[config.mk]
export PLATFORM = sky130hd
export DESIGN_NAME = booth_mul_seq_flat
export DESIGN_NICKNAME = d
export VERILOG_FILES = /design/src/rtl/booth_mul_seq_if.sv /design/src/rtl/booth_mul_seq.sv /design/src/flat_wrapper.sv
export SDC_FILE = /design/constraint.sdc
export NUM_CORES = 1
export LEC_CHECK = 0
export CORE_MARGIN = 2
export CORE_UTILIZATION = 34
export DETAILED_ROUTE_END_ITERATION = 10
export PLACE_DENSITY = 0.69
export SYNTH_ARGS = -nofsm -noshare
export SYNTH_HDL_FRONTEND = slang
export SYNTH_SLANG_ARGS = --single-unit
[constraint.sdc]
create_clock -name CLK -period 2.51 [get_ports CLK]
set_input_delay 0.251 -clock CLK [delete_from_list [all_inputs] [get_ports CLK]]
set_output_delay 0.251 -clock CLK [all_outputs]
set_load 0.005 [all_outputs]
[src/rtl/booth_mul_seq_if.sv]
// Bus bundle between the Booth multiplier command sequencer, its requester,
// its result consumer and the multiplier core's din/addr/ctrl/Partial_Product port.
interface booth_mul_seq_if;
  logic        req_valid;
  logic        req_ready;
  logic [31:0] op_a;
  logic [31:0] op_b;
  logic [31:0] mul_din;
  logic [15:0] mul_addr;
  logic [2:0]  mul_ctrl;
  logic [31:0] mul_pp;
  logic        res_valid;
  logic        res_ready;
  logic [63:0] result;
  logic [15:0] op_count;

  // Sequencer side
  modport slave (
    input  req_valid, op_a, op_b, mul_pp, res_ready,
    output req_ready, mul_din, mul_addr, mul_ctrl, res_valid, result, op_count
  );

  // Requester / consumer / core side
  modport master (
    output req_valid, op_a, op_b, mul_pp, res_ready,
    input  req_ready, mul_din, mul_addr, mul_ctrl, res_valid, result, op_count
  );
endinterface

[src/rtl/booth_mul_seq.sv]
// Command sequencer for the 32-bit Booth multiplier core: loads both operands,
// pulses start, waits out the iteration count, reads back the low and high
// product halves and presents the 64-bit {hi,lo} result over valid/ready.
module booth_mul_seq #(
  parameter int          MUL_CYCLES = 34,
  parameter logic [15:0] ADDR_A     = 16'h0000,
  parameter logic [15:0] ADDR_B     = 16'h0004,
  parameter logic [15:0] ADDR_IDLE  = 16'hFF00
) (
  input  logic CLK,
  input  logic RST,
  booth_mul_seq_if.slave bus
);

  typedef enum logic [3:0] {
    S_IDLE   = 4'd0,
    S_LOAD_A = 4'd1,
    S_LOAD_B = 4'd2,
    S_START  = 4'd3,
    S_WAIT   = 4'd4,
    S_RD_LO  = 4'd5,
    S_CAP_LO = 4'd6,
    S_RD_HI  = 4'd7,
    S_CAP_HI = 4'd8,
    S_DONE   = 4'd9
  } state_t;

  localparam logic [15:0] WAIT_LAST = 16'(MUL_CYCLES - 1);

  state_t      state_r;
  state_t      state_nxt_s;
  logic [31:0] op_a_r;
  logic [31:0] op_b_r;
  logic [15:0] wait_cnt_r;
  logic        wait_last_s;
  logic [63:0] result_r;
  logic [15:0] op_count_r;

  logic        req_ready_r;
  logic        res_valid_r;
  logic [31:0] mul_din_r;
  logic [15:0] mul_addr_r;
  logic [2:0]  mul_ctrl_r;

  logic        req_ready_nxt_s;
  logic        res_valid_nxt_s;
  logic [31:0] mul_din_nxt_s;
  logic [15:0] mul_addr_nxt_s;
  logic [2:0]  mul_ctrl_nxt_s;

  assign wait_last_s = (wait_cnt_r == WAIT_LAST);

  // State register; reset aborts any in-flight transaction
  always_ff @(posedge CLK) begin
    if (!RST) state_r <= S_IDLE;
    else      state_r <= state_nxt_s;
  end

  // Next-state decode; unknown encodings fall back to IDLE
  always_comb begin
    state_nxt_s = S_IDLE;
    case (state_r)
      S_IDLE: begin
        if (bus.req_valid) state_nxt_s = S_LOAD_A;
        else               state_nxt_s = S_IDLE;
      end
      S_LOAD_A: state_nxt_s = S_LOAD_B;
      S_LOAD_B: state_nxt_s = S_START;
      S_START:  state_nxt_s = S_WAIT;
      S_WAIT: begin
        if (wait_last_s) state_nxt_s = S_RD_LO;
        else             state_nxt_s = S_WAIT;
      end
      S_RD_LO:  state_nxt_s = S_CAP_LO;
      S_CAP_LO: state_nxt_s = S_RD_HI;
      S_RD_HI:  state_nxt_s = S_CAP_HI;
      S_CAP_HI: state_nxt_s = S_DONE;
      S_DONE: begin
        if (bus.res_ready) state_nxt_s = S_IDLE;
        else               state_nxt_s = S_DONE;
      end
      default: state_nxt_s = S_IDLE;
    endcase
  end

  // Output decode of the upcoming state, so the registered outputs track the
  // state register exactly (LOAD_A is only entered on an accept, where the
  // operand being captured is the live op_a)
  always_comb begin
    req_ready_nxt_s = 1'b0;
    res_valid_nxt_s = 1'b0;
    mul_din_nxt_s   = 32'h0000_0000;
    mul_addr_nxt_s  = ADDR_IDLE;
    mul_ctrl_nxt_s  = 3'b000;
    case (state_nxt_s)
      S_IDLE:   req_ready_nxt_s = 1'b1;
      S_LOAD_A: begin
        mul_addr_nxt_s = ADDR_A;
        mul_din_nxt_s  = bus.op_a;
      end
      S_LOAD_B: begin
        mul_addr_nxt_s = ADDR_B;
        mul_din_nxt_s  = op_b_r;
      end
      S_START:  mul_ctrl_nxt_s  = 3'b001;
      S_RD_LO:  mul_ctrl_nxt_s  = 3'b100;
      S_RD_HI:  mul_ctrl_nxt_s  = 3'b010;
      S_DONE:   res_valid_nxt_s = 1'b1;
      default:  req_ready_nxt_s = 1'b0;
    endcase
  end

  // Output registers
  always_ff @(posedge CLK) begin
    if (!RST) begin
      req_ready_r <= 1'b1;
      res_valid_r <= 1'b0;
      mul_din_r   <= 32'h0000_0000;
      mul_addr_r  <= ADDR_IDLE;
      mul_ctrl_r  <= 3'b000;
    end else begin
      req_ready_r <= req_ready_nxt_s;
      res_valid_r <= res_valid_nxt_s;
      mul_din_r   <= mul_din_nxt_s;
      mul_addr_r  <= mul_addr_nxt_s;
      mul_ctrl_r  <= mul_ctrl_nxt_s;
    end
  end

  // Operand capture, wait counter and product assembly
  always_ff @(posedge CLK) begin
    if (!RST) begin
      op_a_r     <= 32'h0000_0000;
      op_b_r     <= 32'h0000_0000;
      wait_cnt_r <= 16'h0000;
      result_r   <= 64'h0;
    end else begin
      if (state_r == S_IDLE && bus.req_valid) begin
        op_a_r <= bus.op_a;
        op_b_r <= bus.op_b;
      end
      if (state_r == S_START)     wait_cnt_r <= 16'h0000;
      else if (state_r == S_WAIT) wait_cnt_r <= wait_cnt_r + 16'h0001;
      // Core Partial_Product answers one cycle after the read pulse
      if (state_r == S_CAP_LO)      result_r[31:0]  <= bus.mul_pp;
      else if (state_r == S_CAP_HI) result_r[63:32] <= bus.mul_pp;
    end
  end

  // Completed-transaction counter, wraps naturally at 16 bits
  always_ff @(posedge CLK) begin
    if (!RST)                     op_count_r <= 16'h0000;
    else if (state_r == S_CAP_HI) op_count_r <= op_count_r + 16'h0001;
  end

  assign bus.req_ready = req_ready_r;
  assign bus.res_valid = res_valid_r;
  assign bus.mul_din   = mul_din_r;
  assign bus.mul_addr  = mul_addr_r;
  assign bus.mul_ctrl  = mul_ctrl_r;
  assign bus.result    = result_r;
  assign bus.op_count  = op_count_r;

endmodule

[src/flat_wrapper.sv]
// flat-port wrapper written by rule: the top's interface ports become plain ports
module booth_mul_seq_flat 
#(
  parameter int          MUL_CYCLES = 34,
  parameter logic [15:0] ADDR_A     = 16'h0000,
  parameter logic [15:0] ADDR_B     = 16'h0004,
  parameter logic [15:0] ADDR_IDLE  = 16'hFF00
)
  (CLK, RST, bus_req_valid, bus_op_a, bus_op_b, bus_mul_pp, bus_res_ready, bus_req_ready, bus_mul_din, bus_mul_addr, bus_mul_ctrl, bus_res_valid, bus_result, bus_op_count);
  booth_mul_seq_if bus_i ();
  input  logic CLK;
  input  logic RST;
  input wire logic [$bits(bus_i.req_valid)-1:0] bus_req_valid;
  input wire logic [$bits(bus_i.op_a)-1:0] bus_op_a;
  input wire logic [$bits(bus_i.op_b)-1:0] bus_op_b;
  input wire logic [$bits(bus_i.mul_pp)-1:0] bus_mul_pp;
  input wire logic [$bits(bus_i.res_ready)-1:0] bus_res_ready;
  output wire logic [$bits(bus_i.req_ready)-1:0] bus_req_ready;
  output wire logic [$bits(bus_i.mul_din)-1:0] bus_mul_din;
  output wire logic [$bits(bus_i.mul_addr)-1:0] bus_mul_addr;
  output wire logic [$bits(bus_i.mul_ctrl)-1:0] bus_mul_ctrl;
  output wire logic [$bits(bus_i.res_valid)-1:0] bus_res_valid;
  output wire logic [$bits(bus_i.result)-1:0] bus_result;
  output wire logic [$bits(bus_i.op_count)-1:0] bus_op_count;
  assign bus_i.req_valid = bus_req_valid;
  assign bus_i.op_a = bus_op_a;
  assign bus_i.op_b = bus_op_b;
  assign bus_i.mul_pp = bus_mul_pp;
  assign bus_i.res_ready = bus_res_ready;
  assign bus_req_ready = bus_i.req_ready;
  assign bus_mul_din = bus_i.mul_din;
  assign bus_mul_addr = bus_i.mul_addr;
  assign bus_mul_ctrl = bus_i.mul_ctrl;
  assign bus_res_valid = bus_i.res_valid;
  assign bus_result = bus_i.result;
  assign bus_op_count = bus_i.op_count;
  booth_mul_seq #(.MUL_CYCLES(MUL_CYCLES), .ADDR_A(ADDR_A), .ADDR_B(ADDR_B), .ADDR_IDLE(ADDR_IDLE)) u_core (.CLK(CLK), .RST(RST), .bus(bus_i));
endmodule
==> impl_metrics.toml, run 1 <==
[cts]
cts-root-buf = "clkbuf_16"
worstSkewPairLatency_ns = 0.42
cts_buffer_depth = 2
post_cts_resized = 0
clk_pin_slew_ns = 0.07
cts.sinks = 171
cts_setup_buffers = 0
h-tree-depth = 4
cts_tree = "yes"
postCtsHoldBufs = 0
cts-buffers-inserted = 17

[placement]
port-buffer-count = 225
place.gp.congestion = 0.775
hpwl_mm = 11.8

[yosys]
ys.flop_type = "dfxtp_1"
yosysUniqueCellTypes = 44
ys_ff_latch = 171
yosysWarnings = 0
netlist_instances = 727
ys_seq_area_share_pct = 54.4
avgSynthCellArea_um2 = 8.65
synth_edf_count = 0
syn_area_um2 = 6290
synth_async_sr_flop_share_pct = 0

[global_routing]
grt_pass1_wl_mm = 27.8
track_usage_pct = 17.4
grt_max_degree = 114
grt_overflow_total = 0
antenna_found_initial = 0
grt_pass1_vias = 5450

[drt]
drt-wirelength-per-cell_um = 14.4
via_per_inst = 4.81
vias = 5672
drt_first_pass_iters = 8
ant_nets = 0
drc_errors = 20
drt-initial-drc-count = 293
routed_wl_mm = 17.0

[floorplan]
initial_core_util_pct = 34.8
core_area_um2 = 18100
rows = 49
dieHeight_um = 140
fp.dieArea_um2 = 19600
ioPinCount = 233
die_w_um = 140

[layout]
nets = 1041
final_common_cell = "clkdlybuf4s50_1"
mostFrequentLayoutCells = "225 x clkdlybuf4s50_1, 210 x nand2_1, 171 x dfxtp_1"
n_antenna_cell = 0
drive_gt1_share_pct = 6.41
layout-area-overhead-vs-synth_pct = 48.3
fillers = 1710

[pwr]
ir_drop_mv = 0.436
powerDensity_nw_per_um2 = 636
p_leak_nw = 3.29

[timing]
fin_crit_sh_pct = 74.6
rsz0062_at_grt = "no"
setup_viol = 0
final.setup.tns_ns = 0
slew_headroom_pct = 63.0
hold_violations = 0
whs_ns = 0.371
fmax_mhz = 534
finClkSkew_ns = 0.00952
worstMarginPinSlew_ns = 0.554
min_period_ns = 1.87
slew_viol_final = 0

[critical_path]
worstPathCellList = "buf_4 -> nor2_1 -> nand4_1 -> or3_1 -> a21oi_1"
cp.arrival_ns = 2.22
startpoint_type = "flip-flop"
endpoint_kind = "flip-flop"
path_buf_inv = 1
worstPathMaxFanout = 13
max_stage_delay_ns = 0.43
crit_required_ns = 2.86
slowest_stage = "or3_1"
crit_type = "flip-flop to flip-flop"
critical-path-top-delay-family = "simple AND/OR/NAND/NOR gates"

[status]
violations = "design-rule violations"
status = "finished with violations"

[job]
drv_cap = 0

[hold_path]
hold_class = "input port to flip-flop"
-- final timing paths --
| kind | startpoint | to | slack (ns) | cells past startpoint |
|---|---|---|---|---|
| hold / removal | bus_op_b[5] | u_core.op_b_r[5] | 0.37 | 3 |
| setup / recovery | u_core.state_r[0] | u_core.wait_cnt_r[12] | 0.64 | 5 |
| setup reg to reg | u_core.state_r[0] | u_core.wait_cnt_r[12] | 0.64 | 5 |
| hold reg to reg | u_core.bus.result[9] | u_core.bus.result[9] | 0.45 | 2 |
-- per-stage QoR --
stage / worst slack (ns) / std cells / cell area (µm²) / util (%) / power (mW)
4_1_cts: 0.643 / 1180 / 9330 / 51.6 / 6.01
2_1_floorplan: 0.765 / 733 / 6310 / - / 3.18
3_5_place_dp: 0.476 / 1148 / 8780 / 48.5 / 3.54
3_3_place_gp: 0.498 / 1148 / 8780 / 48.5 / 3.53
5_1_grt: 0.465 / 1180 / 9330 / 51.6 / 6.21
6_report: 0.637 / 1180 / 9330 / 51.6 / 5.93
-- synthesized netlist by cell type, types with 2 or more instances --
master,number,share of area [%]
nand2_1,210,13
dfxtp_1,171,54
a21oi_1,110,8.8
clkbuf_1,33,2.0
a22o_1,32,4.5
nor2_1,29,1.7
nand3_1,15,1.2
buf_4,14,1.7
xor2_1,11,1.5
buf_2,10,0.80
o21ai_0,9,0.72
xnor2_1,9,1.3
and3_1,7,0.70
nand4_1,7,0.70
or3_1,7,0.70
and4_1,4,0.56
nor3_1,4,0.32
buf_1,3,0.18
ha_1,3,0.60
nand2b_1,3,0.30
nand4b_1,3,0.42
o31ai_1,3,0.36
a211oi_1,2,0.24
and4b_1,2,0.32
inv_1,2,0.12
mux2i_1,2,0.32
nor4_1,2,0.20
nor4b_1,2,0.28
nor4b_2,2,0.48
or4_1,2,0.24
-- layout make-up --
class	count	area, µm²	share of cell area [%]
Timing Repair Buffer	246	2430	26.1
Inverter	3	12.5	0.134
Tap cell	229	287	3.07
Sequential cell	171	3420	36.7
Clock buffer	18	439	4.71
Multi-Input combinational cell	499	2620	28.1
Clock inverter	14	110	1.18
-- state kept, by name (all words and copies together), names as in the netlist --
signal	flops
u_core.bus.mul_din	32
u_core.bus.res_valid	1
u_core.bus.mul_ctrl	3
u_core.bus.mul_addr	2
u_core.op_b_r	32
u_core.bus.op_count	16
u_core.state_r	4
u_core.bus.req_ready	1
u_core.wait_cnt_r	16
u_core.bus.result	64
-- worst reg2reg max path: cells and delay by family, from the launching register on --
kind | cells | cell delay, ns
compound gates | 1 | 0.14
buf+inv | 1 | 0.19
flops | 1 | 0.31
simple gates | 3 | 1.17
-- where the power goes --
group          leakage, nW  internal [mW]  switching (mW)  total, mW
Sequential            1.39           2.81          0.0410       2.85
Combinational         1.64          0.352           0.271      0.623
Clock                0.271           1.31            1.14       2.46
-- metal layers --
metal  GRT usage [%]  vias to the layer above  share of wire (%)  routed length [µm]
li1                -                     2857                  -                   -
met1            21.0                     2624                 42                7080
met2            28.9                      180                 48                8140
met3            7.38                       11                9.6                1640
met4            4.57                        0               0.86                 147
met5               0                        -                  0                   0
-- cell families (layout without fill, tap and decap cells) --
logic type / count (synthesis) / count (layout) / share of synthesized area [%]
AO/OA/AOI/OAI: 160 / 160 / 15.0
XOR/XNOR: 20 / 20 / 2.78
adder cells (fa/ha/maj): 3 / 3 / 0.597
buffers and inverters: 63 / 281 / 4.79
flip-flops: 171 / 171 / 54.4
multiplexers: 2 / 2 / 0.318
other: 1 / 7 / 0.0596
AND/OR/NAND/NOR: 307 / 307 / 22.0
No activity file was read; power rests on OpenSTA's default activity.
==> run 2: changes to the inputs <==
PLACE_DENSITY = 0.72   (was 0.69)
clock period = 1.63 ns   (was 2.51 ns; I/O delays follow)
==> impl_metrics.toml, run 2 (synthesized netlist as in run 1, its figures left out) <==
[timing]
fin_crit_sh_pct = 103
finClkSkew_ns = 0.00964
slew_viol_final = 0
slew_headroom_pct = 62.8
setup_slack_ns = -0.0409
min_period_ns = 1.67
setup_viol = 11
fmax_mhz = 598
hold_violations = 0
rsz0062_at_grt = "yes"
worstMarginPinSlew_ns = 0.550

[cts]
cts.sinks = 171
cts-root-buf = "clkbuf_16"
h-tree-depth = 4
cts-buffers-inserted = 17
worstSkewPairLatency_ns = 0.43
clk_pin_slew_ns = 0.07
cts_tree = "yes"
cts_buffer_depth = 2

[status]
violations = "design-rule violations, negative setup slack"
status = "finished with violations"

[critical_path]
critical-path-top-delay-family = "simple AND/OR/NAND/NOR gates"
worstPathCellList = "or4b_4 -> or2_4 -> or3_1 -> a21oi_1"
worstPathMaxFanout = 5
crit_required_ns = 1.99
max_stage_delay_ns = 0.59
crit_type = "flip-flop to flip-flop"
path_buf_inv = 0
reg2reg_from = "u_core.state_r[1]"
endpoint_kind = "flip-flop"
cp.arrival_ns = 2.03
slowest_stage = "or4b_4"
rrSetupSlack_ns = -0.04
r2r_end = "u_core.bus.op_count[9]"
reg2reg_depth = 4
startpoint_type = "flip-flop"

[drt]
drt-initial-drc-count = 247
drc_errors = 22
vias = 5921
ant_nets = 0
routed_wl_mm = 18.7
drt-wirelength-per-cell_um = 15.1
drt_first_pass_iters = 11
via_per_inst = 4.79

[layout]
fin_area_um2 = 10300
final_cells = 1236
final_common_cell = "clkdlybuf4s50_1"
mostFrequentLayoutCells = "217 x clkdlybuf4s50_1, 205 x nand2_1, 161 x dfxtp_1"
drive_gt1_share_pct = 16.1
fillers = 1557
n_antenna_cell = 0
layout-area-overhead-vs-synth_pct = 63.2
largest_register_ffs = 64
nets = 1097

[global_routing]
grt_max_degree = 40
track_usage_pct = 17.7
grt_overflow_total = 0
grt_pass1_vias = 5542
grt_pass1_wl_mm = 27.9
antenna_found_initial = 0

[placement]
port-buffer-count = 225
place.gp.congestion = 0.760
placed_area_um2 = 9060
hpwl_mm = 12.1
place_inst = 1173

[hold_path]
hold_end = "u_core.op_b_r[5]"
hold_class = "input port to flip-flop"
min_from = "bus_op_b[5]"
whs_path_depth = 3

[floorplan]
fp.dieArea_um2 = 19600
rows = 49
initial_core_util_pct = 34.8
core_area_um2 = 18100
dieHeight_um = 140
ioPinCount = 233
die_w_um = 140

[pwr]
powerDensity_nw_per_um2 = 941
p_leak_nw = 3.84
ir_drop_mv = 0.725

[job]
drv_cap = 0
[run 2: changes by cell type in the layout (fill, tap and decap cells not counted), sizes merged]
| cell | delta |
|---|---|
| bufinv | +1 |
| clkdlybuf4s50 | -8 |
| inv | +3 |
| buf | +51 |
| dlygate4sd2 | +1 |
| clkbuf | +4 |
| clkinv | -3 |
| dlymetal6s2s | +7 |
[run 2: repair_timing]
action / in CTS / in global routing
cloned: 0 / 7
endpoints found under the setup margin: 32 / 145
resized for setup: 24 / 54
buffers inserted: 9 / 15
hold buffers: 0 / 0
pin swaps: 5 / 21
[run 2: area by class of cell]
cell class              count  area [µm²]  share of cell area [%]
flip-flops and latches    171        3440                    33.5
repair buffers            302        3110                    30.3
multi-input cells         499        2810                    27.4
clock buffers              17         425                    4.14
well taps                 229         287                    2.79
clock inverters            15         178                    1.73
inverters                   3        12.5                   0.122
[run 2: per-stage QoR]
stage	total power [mW]	setup WS [ns]	TNS, ns	hold WS, ns	utilization [%]
floorplan	4.90	-0.0674	-0.275	0.239	-
global placement	5.49	-0.161	-18.88	0.441	50.1
detailed placement	5.50	-0.236	-18.92	0.446	50.1
CTS	9.68	-0.0506	-1.31	0.267	54.4
global route	10.1	-0.0993	-1.72	0.274	56.7
finish	9.66	-0.0409	-0.167	0.280	56.7
[run 2: tightest hold or removal path: stages]
cell and delay, ns:
clkdlybuf4s50_1 0.39, nand2_1 0.06, a21oi_1 0.05
[run 2: worst max-delay path by stage]
stage / from / end / slack, ns / depth (start not counted)
finish: u_core.state_r[1] / u_core.bus.op_count[9] / -0.04 / 4
global route: u_core.state_r[3] / u_core.wait_cnt_r[15] / -0.1 / 6
CTS: u_core.state_r[1] / u_core.bus.op_count[12] / -0.05 / 5
detailed placement: u_core.state_r[0] / u_core.wait_cnt_r[5] / -0.24 / 4
global placement: RST / u_core.bus.op_count[6] / -0.16 / 5
floorplan: u_core.state_r[2] / u_core.bus.op_count[9] / -0.07 / 5
[run 2: power by group]
part | total [mW] | switching [mW] | internal, mW
Combinational | 1.17 | 0.488 | 0.681
Sequential | 4.39 | 0.0652 | 4.32
Clock | 4.10 | 1.90 | 2.20
Total | 9.66 | 2.45 | 7.21
[run 2: routing by layer]
metal	routed length, µm	share of wire, %	vias up	global-route usage, %
met3	1690	9.1	16	7.90
met2	8980	48	196	29.9
li1	-	-	2980	-
met4	209	1.1	0	4.89
met1	7790	42	2729	20.5
met5	0	0	-	0
==> run 3: changes to the inputs <==
CAP_MARGIN = 20   (was not set)
CTS_CLUSTER_DIAMETER = 150   (was not set)
==> results of run 3 <==
No change in the layout: final DEF, timing and power equal those of run 2.
